`config.mk`:
```
export PLATFORM = sky130hd
export DESIGN_NAME = fetch_buffer
export DESIGN_NICKNAME = d
export VERILOG_FILES = /design/src/rtl/fetch_buffer.sv
export SDC_FILE = /design/constraint.sdc
export NUM_CORES = 1
export LEC_CHECK = 0
export ABC_AREA = 0
export CORE_ASPECT_RATIO = 1.5
export CORE_MARGIN = 4
export CORE_UTILIZATION = 51
export DETAILED_ROUTE_END_ITERATION = 6
export PLACE_DENSITY_LB_ADDON = 0.12
export SETUP_SLACK_MARGIN = 0.3
export SYNTH_ARGS = -nofsm -noshare
export SYNTH_HDL_FRONTEND = slang
export SYNTH_SLANG_ARGS = --single-unit
```
`constraint.sdc`:
```
create_clock -name clk -period 3 [get_ports clk]
set_input_delay 0.6 -clock clk [delete_from_list [all_inputs] [get_ports clk]]
set_output_delay 0.6 -clock clk [all_outputs]
set_load 0.005 [all_outputs]
```
`src/rtl/fetch_buffer.sv`:
```
// -----------------------------------------------------------------------------
// fetch_buffer
//   Instruction queue between the fetch stage (I-cache output) and decode.
//   Every valid {pc, inst} delivered by fetch is captured and presented to
//   decode in arrival order. Decode stalls are absorbed, and fetch_stall is
//   raised one entry early so that the request already in flight in the
//   I-cache still has a slot. A flush empties the queue in one cycle.
//
// Ports
//   clk          in   1      clock, all state on posedge
//   reset        in   1      synchronous, active-high
//   in_e_        in   1      fetch -> buffer valid, active-low
//   in_pc        in   ADDR   PC of incoming instruction
//   in_inst      in   INST   incoming instruction
//   fetch_stall  out  1      stop issuing fetch requests
//   out_e_       out  1      buffer -> decode valid, active-low (1 = empty)
//   out_pc       out  ADDR   PC of head entry
//   out_inst     out  INST   head instruction
//   dec_stall    in   1      decode cannot accept this cycle
//   flush_       in   1      active-low, drop all entries
//   count        out  CNT    current occupancy (0..DEPTH)
//   overflow     out  1      sticky: push attempted while full with no pop
// -----------------------------------------------------------------------------
`ifndef AddrWidth
`define AddrWidth 32
`endif
`ifndef InstWidth
`define InstWidth 32
`endif

module fetch_buffer #(
  parameter  int ADDR  = `AddrWidth,
  parameter  int INST  = `InstWidth,
  parameter  int DEPTH = 4,
  localparam int CNT   = $clog2(DEPTH + 1)
) (
  input  logic            clk,
  input  logic            reset,
  input  logic            in_e_,
  input  logic [ADDR-1:0] in_pc,
  input  logic [INST-1:0] in_inst,
  output logic            fetch_stall,
  output logic            out_e_,
  output logic [ADDR-1:0] out_pc,
  output logic [INST-1:0] out_inst,
  input  logic            dec_stall,
  input  logic            flush_,
  output logic [CNT-1:0]  count,
  output logic            overflow
);

  localparam int PTRW = $clog2(DEPTH);

  logic [ADDR-1:0] pc_q   [DEPTH];
  logic [INST-1:0] inst_q [DEPTH];

  logic [PTRW-1:0] wr_ptr_q, wr_ptr_d;
  logic [PTRW-1:0] rd_ptr_q, rd_ptr_d;
  logic [CNT-1:0]  count_q, count_d;
  logic            overflow_q, overflow_d;

  logic empty, full, push, pop, flush, wr_en;

  always_comb begin
    empty = (count_q == '0);
    full  = (count_q == CNT'(DEPTH));
    flush = !flush_;
    pop   = !empty && !dec_stall;
    // A full queue can still accept when the head leaves in the same cycle.
    push  = !in_e_ && (!full || pop);
    wr_en = push && !flush;

    wr_ptr_d   = wr_ptr_q;
    rd_ptr_d   = rd_ptr_q;
    count_d    = count_q;
    overflow_d = overflow_q;

    if (flush) begin
      // Flush wins over same-cycle push/pop; overflow history is kept.
      wr_ptr_d = '0;
      rd_ptr_d = '0;
      count_d  = '0;
    end else begin
      if (push) wr_ptr_d = wr_ptr_q + PTRW'(1);
      if (pop)  rd_ptr_d = rd_ptr_q + PTRW'(1);
      unique case ({push, pop})
        2'b10:   count_d = count_q + CNT'(1);
        2'b01:   count_d = count_q - CNT'(1);
        default: count_d = count_q;
      endcase
      // Dropped instruction: valid arrived while full and nothing left.
      if (!in_e_ && full && !pop) overflow_d = 1'b1;
    end
  end

  always_ff @(posedge clk) begin
    if (reset) begin
      wr_ptr_q   <= '0;
      rd_ptr_q   <= '0;
      count_q    <= '0;
      overflow_q <= 1'b0;
    end else begin
      wr_ptr_q   <= wr_ptr_d;
      rd_ptr_q   <= rd_ptr_d;
      count_q    <= count_d;
      overflow_q <= overflow_d;
    end
  end

  // Entry storage; cleared on reset so the head reads zero afterwards.
  for (genvar gi = 0; gi < DEPTH; gi++) begin : g_entry
    always_ff @(posedge clk) begin
      if (reset) begin
        pc_q[gi]   <= '0;
        inst_q[gi] <= '0;
      end else if (wr_en && (wr_ptr_q == PTRW'(gi))) begin
        pc_q[gi]   <= in_pc;
        inst_q[gi] <= in_inst;
      end
    end
  end

  // Head is read combinationally; payload is stale when empty, gated by out_e_.
  assign out_e_      = empty;
  assign out_pc      = pc_q[rd_ptr_q];
  assign out_inst    = inst_q[rd_ptr_q];
  assign count       = count_q;
  assign overflow    = overflow_q;
  assign fetch_stall = (count_q >= CNT'(DEPTH - 1));

endmodule

```
==> Yosys cells after proc, flatten, opt, wreduce, memory -nomap -nowiden <==
Memory sizes are Yosys's and may differ from the RTL's. A register that Yosys moved wholly into a read port is not among the register bits.
Cells that the tools add are included.
{ "totals": {"elab_cells": 73, "n_memories": 2, "out_inout_bits": 70, "in_bits": 69, "ram_bits": 256, "register_bits": 8} }
{ "memory_table": {"columns": ["memory", "depth", "word_bits", "rd", "rd_clocked_by_memory_dff", "write_ports", "line_no", "source"], "rows": [
  ["inst_q", 4, 32, 1, 1, 4, "55", "logic [INST-1:0] inst_q [DEPTH];"],
  ["pc_q", 4, 32, 1, 1, 4, "54", "logic [ADDR-1:0] pc_q [DEPTH];"]
]} }
{ "classes": {"n_reduce_logical": 20, "n_lt_le_gt_ge": 1, "n_eq_ne": 6, "muxes": 27, "bitwise_logic": 9, "n_addsub": 4} }
{ "op_table": {"columns": ["operator", "n"], "rows": [
  ["$mux W32", 8],
  ["$mux W1", 14],
  ["$logic_and A1 B1 Y1", 9],
  ["$mux W2", 4],
  ["$or A1 B1 Y1", 8],
  ["$eq A2 B2 Y1 const B", 3],
  ["$pmux W3 S2", 1],
  ["$logic_not A1 Y1", 5],
  ["$add A2 B1 Y2 const B", 2],
  ["$eq A2 B1 Y1 const B", 2],
  ["$add A3 B1 Y3 const B", 1],
  ["$eq A3 B3 Y1 const B", 1],
  ["$ge A3 B2 Y1 const B", 1],
  ["$logic_not A3 Y1", 1],
  ["$sub A3 B1 Y3 const B", 1],
  ["$logic_not A2 Y1", 1],
  ["$reduce_and A2 Y1", 1],
  ["$reduce_bool A2 Y1", 1],
  ["$reduce_or A2 Y1", 1],
  ["$logic_or A1 B1 Y1", 1],
  ["$not A1 Y1", 1]
]} }

==> Longest topological paths before layout <==
{ "depth": {"ltp_word": 11, "mapped_depth": 7, "depth_no_buf": 6} }

==> Worst setup path after synthesis <==
OpenSTA, ideal clock, no wires.
{ "synth_timing": {"path_kind": "input-to-reg", "from": "in flush_", "to": "mem inst_q[0][0] in the netlist's numbering, enable pin", "path_stages": 4, "arrival_time_ns": 2.537, "setup_slack_ns": 0.042, "n_path_buf": 1, "t_required_ns": 2.579, "setup_time_ns": 0.421, "path_cell_list": "or2b_1 -> buf_4 -> nor2_1 -> a21o_1"} }
{ "synth_lines": {"columns": ["item", "line_no", "source"], "rows": [
  ["start: declaration", "47", "input logic flush_,"],
  ["end: declaration", "55", null]
]} }

==> impl_metrics.prom <==
# TYPE chip_impl_metric gauge
chip_impl_metric{name="grt_start_max_net_pins",unit=""} 40
chip_impl_info{name="worst_hold_path_class",value="register to register"} 1
chip_impl_metric{name="comb_power_share",unit="%"} 7.7
chip_impl_metric{name="clock_insertion_delay_worst_skew",unit="ps"} 520
chip_impl_metric{name="avgRoutedWirePerCell",unit="µm"} 22.0
chip_impl_metric{name="antenna_violating_nets_left",unit=""} 0
chip_impl_metric{name="synth.yosys.warnings",unit=""} 0
chip_impl_metric{name="overflow",unit=""} 0
chip_impl_metric{name="synth.lib_cells_used.distinct",unit=""} 37
chip_impl_metric{name="synth-async-reset-ratio",unit="%"} 0
chip_impl_metric{name="drt_iter0_drc",unit=""} 379
chip_impl_metric{name="drc_errors",unit=""} 0
chip_impl_info{name="r2r-start",value="count[2]$_SDFFE_PP0P_"} 1
chip_impl_metric{name="cell_area_after_synthesis",unit="µm²"} 11800
chip_impl_metric{name="place.port_buffers",unit=""} 138
chip_impl_metric{name="synth_compound_area_share",unit="%"} 1.18
chip_impl_info{name="synth.area.top_cells",value="sky130_fd_sc_hd__edfxtp_1, sky130_fd_sc_hd__and2_1, sky130_fd_sc_hd__mux4_2, sky130_fd_sc_hd__buf_6, sky130_fd_sc_hd__dfxtp_1"} 1
chip_impl_metric{name="finalCoreUtilization",unit="%"} 65.2
chip_impl_metric{name="drive_gt1_share",unit="%"} 19.1
chip_impl_metric{name="layout_worst_path_cycle_share",unit="%"} 91.5
chip_impl_metric{name="timing.reg2reg.worst_path_depth",unit=""} 6
chip_impl_metric{name="flops_latches_synth",unit=""} 266
chip_impl_info{name="critical_path.cell_chain",value="buf_12, buf_6, mux4_2, clkdlybuf4s50_1"} 1
chip_impl_info{name="grt_setup_unrepaired",value="true"} 1
chip_impl_metric{name="synth_fp_nets",unit=""} 765
chip_impl_info{name="crit_type",value="register to output port"} 1
chip_impl_metric{name="area.growth.synth_to_final",unit="%"} 24.7
chip_impl_metric{name="finalWirelength",unit="µm"} 25500
chip_impl_metric{name="finish.net_count",unit=""} 942
chip_impl_metric{name="critPathArrivalTime",unit="ps"} 2150
chip_impl_metric{name="synth-adder-area-share",unit="%"} 0.595
chip_impl_metric{name="std_cell_rows",unit=""} 67
chip_impl_info{name="synth_flop_cell",value="sky130_fd_sc_hd__edfxtp_1"} 1
chip_impl_metric{name="groute.usage.overall",unit="%"} 20.0
chip_impl_metric{name="final.setup.tns",unit="ps"} 0
chip_impl_metric{name="ctsLongestPathBuffers",unit=""} 3
chip_impl_metric{name="post_cts_hold_buffer_count",unit=""} 0
chip_impl_metric{name="timing.slew.headroom",unit="%"} 55.4
chip_impl_metric{name="setup_viol",unit=""} 0
chip_impl_info{name="timing.critical_path.to_type",value="output port"} 1
chip_impl_metric{name="avgViaCountPerCell",unit=""} 5.47
chip_impl_metric{name="synth_xor_area_share",unit="%"} 0.0743
chip_impl_metric{name="crit_path_max_incr_delay",unit="ps"} 500
chip_impl_metric{name="dpl.cell_count",unit=""} 1095
chip_impl_info{name="crit_path_top_delay_cell",value="sky130_fd_sc_hd__mux4_2"} 1
chip_impl_metric{name="grt_pass1_vias",unit=""} 7107
chip_impl_info{name="hold_end",value="overflow$_SDFFE_PP0P_"} 1
chip_impl_metric{name="syn_avg_cell_area",unit="µm²"} 17.1
chip_impl_metric{name="power.switching",unit="W"} 0.00163
chip_impl_metric{name="cts_made_buffers",unit=""} 25
chip_impl_metric{name="fin_skew",unit="ps"} 8.96
chip_impl_metric{name="place_congestion",unit=""} 0.777
chip_impl_metric{name="stdcell_count",unit=""} 1162
chip_impl_info{name="netlist.top_cell.by_area",value="sky130_fd_sc_hd__edfxtp_1"} 1
chip_impl_metric{name="clock_tree.htree_level_count",unit=""} 1
chip_impl_info{name="crit_reg_reg_endpoint",value="count[2]$_SDFFE_PP0P_"} 1
chip_impl_metric{name="cellInternalPower",unit="W"} 0.00627
chip_impl_metric{name="synth_sequential_area_ratio",unit="%"} 66.9
chip_impl_metric{name="coreArea",unit="µm²"} 22600
chip_impl_metric{name="ir_drop",unit="mV"} 0.477
chip_impl_metric{name="cellLeakagePower",unit="nW"} 5.59
chip_impl_metric{name="achievable-frequency",unit="MHz"} 364
chip_impl_info{name="worst_setup_path_start_kind",value="register"} 1
chip_impl_metric{name="pwr-share-seq",unit="%"} 54.0
chip_impl_metric{name="clk_transition_reported_paths",unit="ps"} 60
chip_impl_metric{name="initial_antenna_violation_count",unit=""} 0
chip_impl_metric{name="worst-r2r-setup-slack",unit="ps"} 1020
chip_impl_metric{name="die_w",unit="µm"} 132
chip_impl_metric{name="finalWorstPathRequiredPeriod",unit="ps"} 2750
chip_impl_metric{name="cts_sinks",unit=""} 266
chip_impl_info{name="combinational_family_with_the_most_area_after_synthesis",value="simple AND/OR/NAND/NOR gates"} 1
chip_impl_metric{name="synth_simple_gate_area_share",unit="%"} 15.4
chip_impl_info{name="hold_path_startpoint",value="overflow$_SDFFE_PP0P_"} 1
chip_impl_metric{name="critPathRequiredTime",unit="ps"} 2400
chip_impl_metric{name="max_slew_violation_total_from_the_final_report",unit=""} 0
chip_impl_metric{name="synthesized_instance_count",unit=""} 691
chip_impl_info{name="cts.root.buffer_cell",value="sky130_fd_sc_hd__clkbuf_16"} 1
chip_impl_metric{name="global_route_wire_length_before_repair",unit="µm"} 40000
chip_impl_metric{name="dr_total_vias",unit=""} 6357
chip_impl_info{name="cts_tree",value="built"} 1
chip_impl_metric{name="swShare",unit="%"} 20.6
chip_impl_metric{name="die_area",unit="µm²"} 25700
chip_impl_metric{name="hold_depth",unit=""} 2
chip_impl_metric{name="floorplan.io_pins",unit=""} 139
chip_impl_metric{name="clockPowerShare",unit="%"} 38.3
chip_impl_metric{name="synth-edff-count",unit=""} 256
chip_impl_metric{name="start_util",unit="%"} 52.3
chip_impl_metric{name="die_h",unit="µm"} 194
chip_impl_metric{name="insertedDiodeCount",unit=""} 0
chip_impl_metric{name="fin_worst_hold_slack",unit="ps"} 491
chip_impl_info{name="outcome",value="complete, no violations"} 1
chip_impl_metric{name="max_cap_violations",unit=""} 0
chip_impl_metric{name="power_density",unit="nW/µm²"} 538
chip_impl_metric{name="yosys-mux-area-fraction",unit="%"} 12.4
chip_impl_metric{name="dp_hpwl",unit="µm"} 15900
chip_impl_metric{name="dr.pass1.iters",unit=""} 5
chip_impl_metric{name="synth_top_cell_area_share",unit="%"} 65.2
chip_impl_metric{name="critPathMaxFanout",unit=""} 5
chip_impl_metric{name="tightestPinTransition",unit="ps"} 667
chip_impl_metric{name="hold_viol",unit=""} 0
-- layout by cell type, fill, tap and decap left out, drive strengths merged, types with 2 or more instances in the layout --
| master | count |
|---|---|
| a21oi | 5 |
| mux4 | 64 |
| nand2b | 2 |
| bufinv | 2 |
| a21o | 5 |
| inv | 8 |
| dlygate4sd2 | 38 |
| nand2 | 5 |
| mux2i | 2 |
| nor4b | 5 |
| clkbuf | 30 |
| and2 | 256 |
| nor2 | 2 |
| or3 | 4 |
| clkdlybuf4s15 | 4 |
| dfxtp | 10 |
| a31oi | 3 |
| buf | 56 |
| clkinv | 8 |
| dlymetal6s2s | 15 |
| o21ai | 3 |
| ha | 4 |
| clkdlybuf4s50 | 81 |
| edfxtp | 256 |
| clkinvlp | 4 |
-- through the flow --
stage	total power [W]	area, µm²	worst slack [ps]
CTS	0.00798	14500	170
global placement	0.00497	13700	417
global route	0.00821	14700	179
finish	0.00791	14700	255
detailed placement	0.00499	13700	360
floorplan	0.00459	11800	592
-- repair_timing --
action                                  CTS  global route
resized for setup                        49            22
endpoints found under the setup margin   64            29
pin swaps                                 0             0
buffers inserted                         10            12
endpoints found under the hold margin     0             0
-- area by class of cell --
class                      count  area [µm²]
fill                        1600        7860
sequential                   266        7900
timing repair buffer         194        2110
inverter                       7        26.3
multi-input combinational    374        3540
clock buffer                  30         644
clock inverter                15         135
tap                          276         345
-- per-layer routing --
metal / share of wire, % / GRT usage, % / vias up / wire length (µm)
met5: 0 / 0 / - / 0
met2: 55 / 37.3 / 149 / 13900
li1: - / - / 2920 / -
met1: 39 / 24.4 / 3267 / 9920
met4: 1.2 / 3.78 / 0 / 294
met3: 5.4 / 3.79 / 21 / 1370
-- power groups by stage --
stage	combinational, W	sequential, W	clock [W]
final	0.000608	0.00427	0.00303
after global routing	0.000654	0.00428	0.00327
after CTS	0.000618	0.00427	0.00309
after detailed placement	0.000634	0.00436	0
after global placement	0.000628	0.00434	0
after floorplan	0.000249	0.00434	0
-- critical path: cells and delay by family, from the launching register on --
kind | cells | cell delay, ps
buffers and inverters | 3 | 760
flip-flops | 1 | 370
multiplexers | 1 | 500
-- logic make-up (layout without fill, tap and decap cells) --
group                    after synthesis  after routing
multiplexers                          66             66
adder cells (fa/ha/maj)                5              5
buffers and inverters                 51            246
XOR/XNOR                               1              1
AO/OA/AOI/OAI                         21             21
flip-flops                           266            266
AND/OR/NAND/NOR                      281            281
-- sequential cells by signal (all words and copies together) (netlist names), named ones only --
name      cells
count         3
wr_ptr_q      2
rd_ptr_q      2
overflow      1
pc_q        128
inst_q      128
-- how the worst max path moves through the flow --
| stage | from | endpoint | cells past startpoint |
|---|---|---|---|
| final | register | out_inst[5] | 4 |
| after global routing | register | out_inst[5] | 4 |
| after CTS | register | out_inst[18] | 4 |
| after detailed placement | in_e_ | count[2]$_SDFFE_PP0P_ | 7 |
| after global placement | dec_stall | count[2]$_SDFFE_PP0P_ | 7 |
| after floorplan | flush_ | inst_q[0][0]$_SDFFCE_PN0P_ | 4 |
-- synth_stat cells (all sizes together), types with 2 or more instances --
| cell | count |
|---|---|
| ha | 4 |
| nand2 | 5 |
| o21ai | 3 |
| mux2i | 2 |
| a21o | 5 |
| or3 | 4 |
| nor4b | 5 |
| buf | 35 |
| nand2b | 2 |
| a21oi | 5 |
| dfxtp | 10 |
| inv | 7 |
| clkbuf | 9 |
| a31oi | 3 |
| edfxtp | 256 |
| nor2 | 2 |
| mux4 | 64 |
| and2 | 256 |
Power figures use the tool's default switching activity.
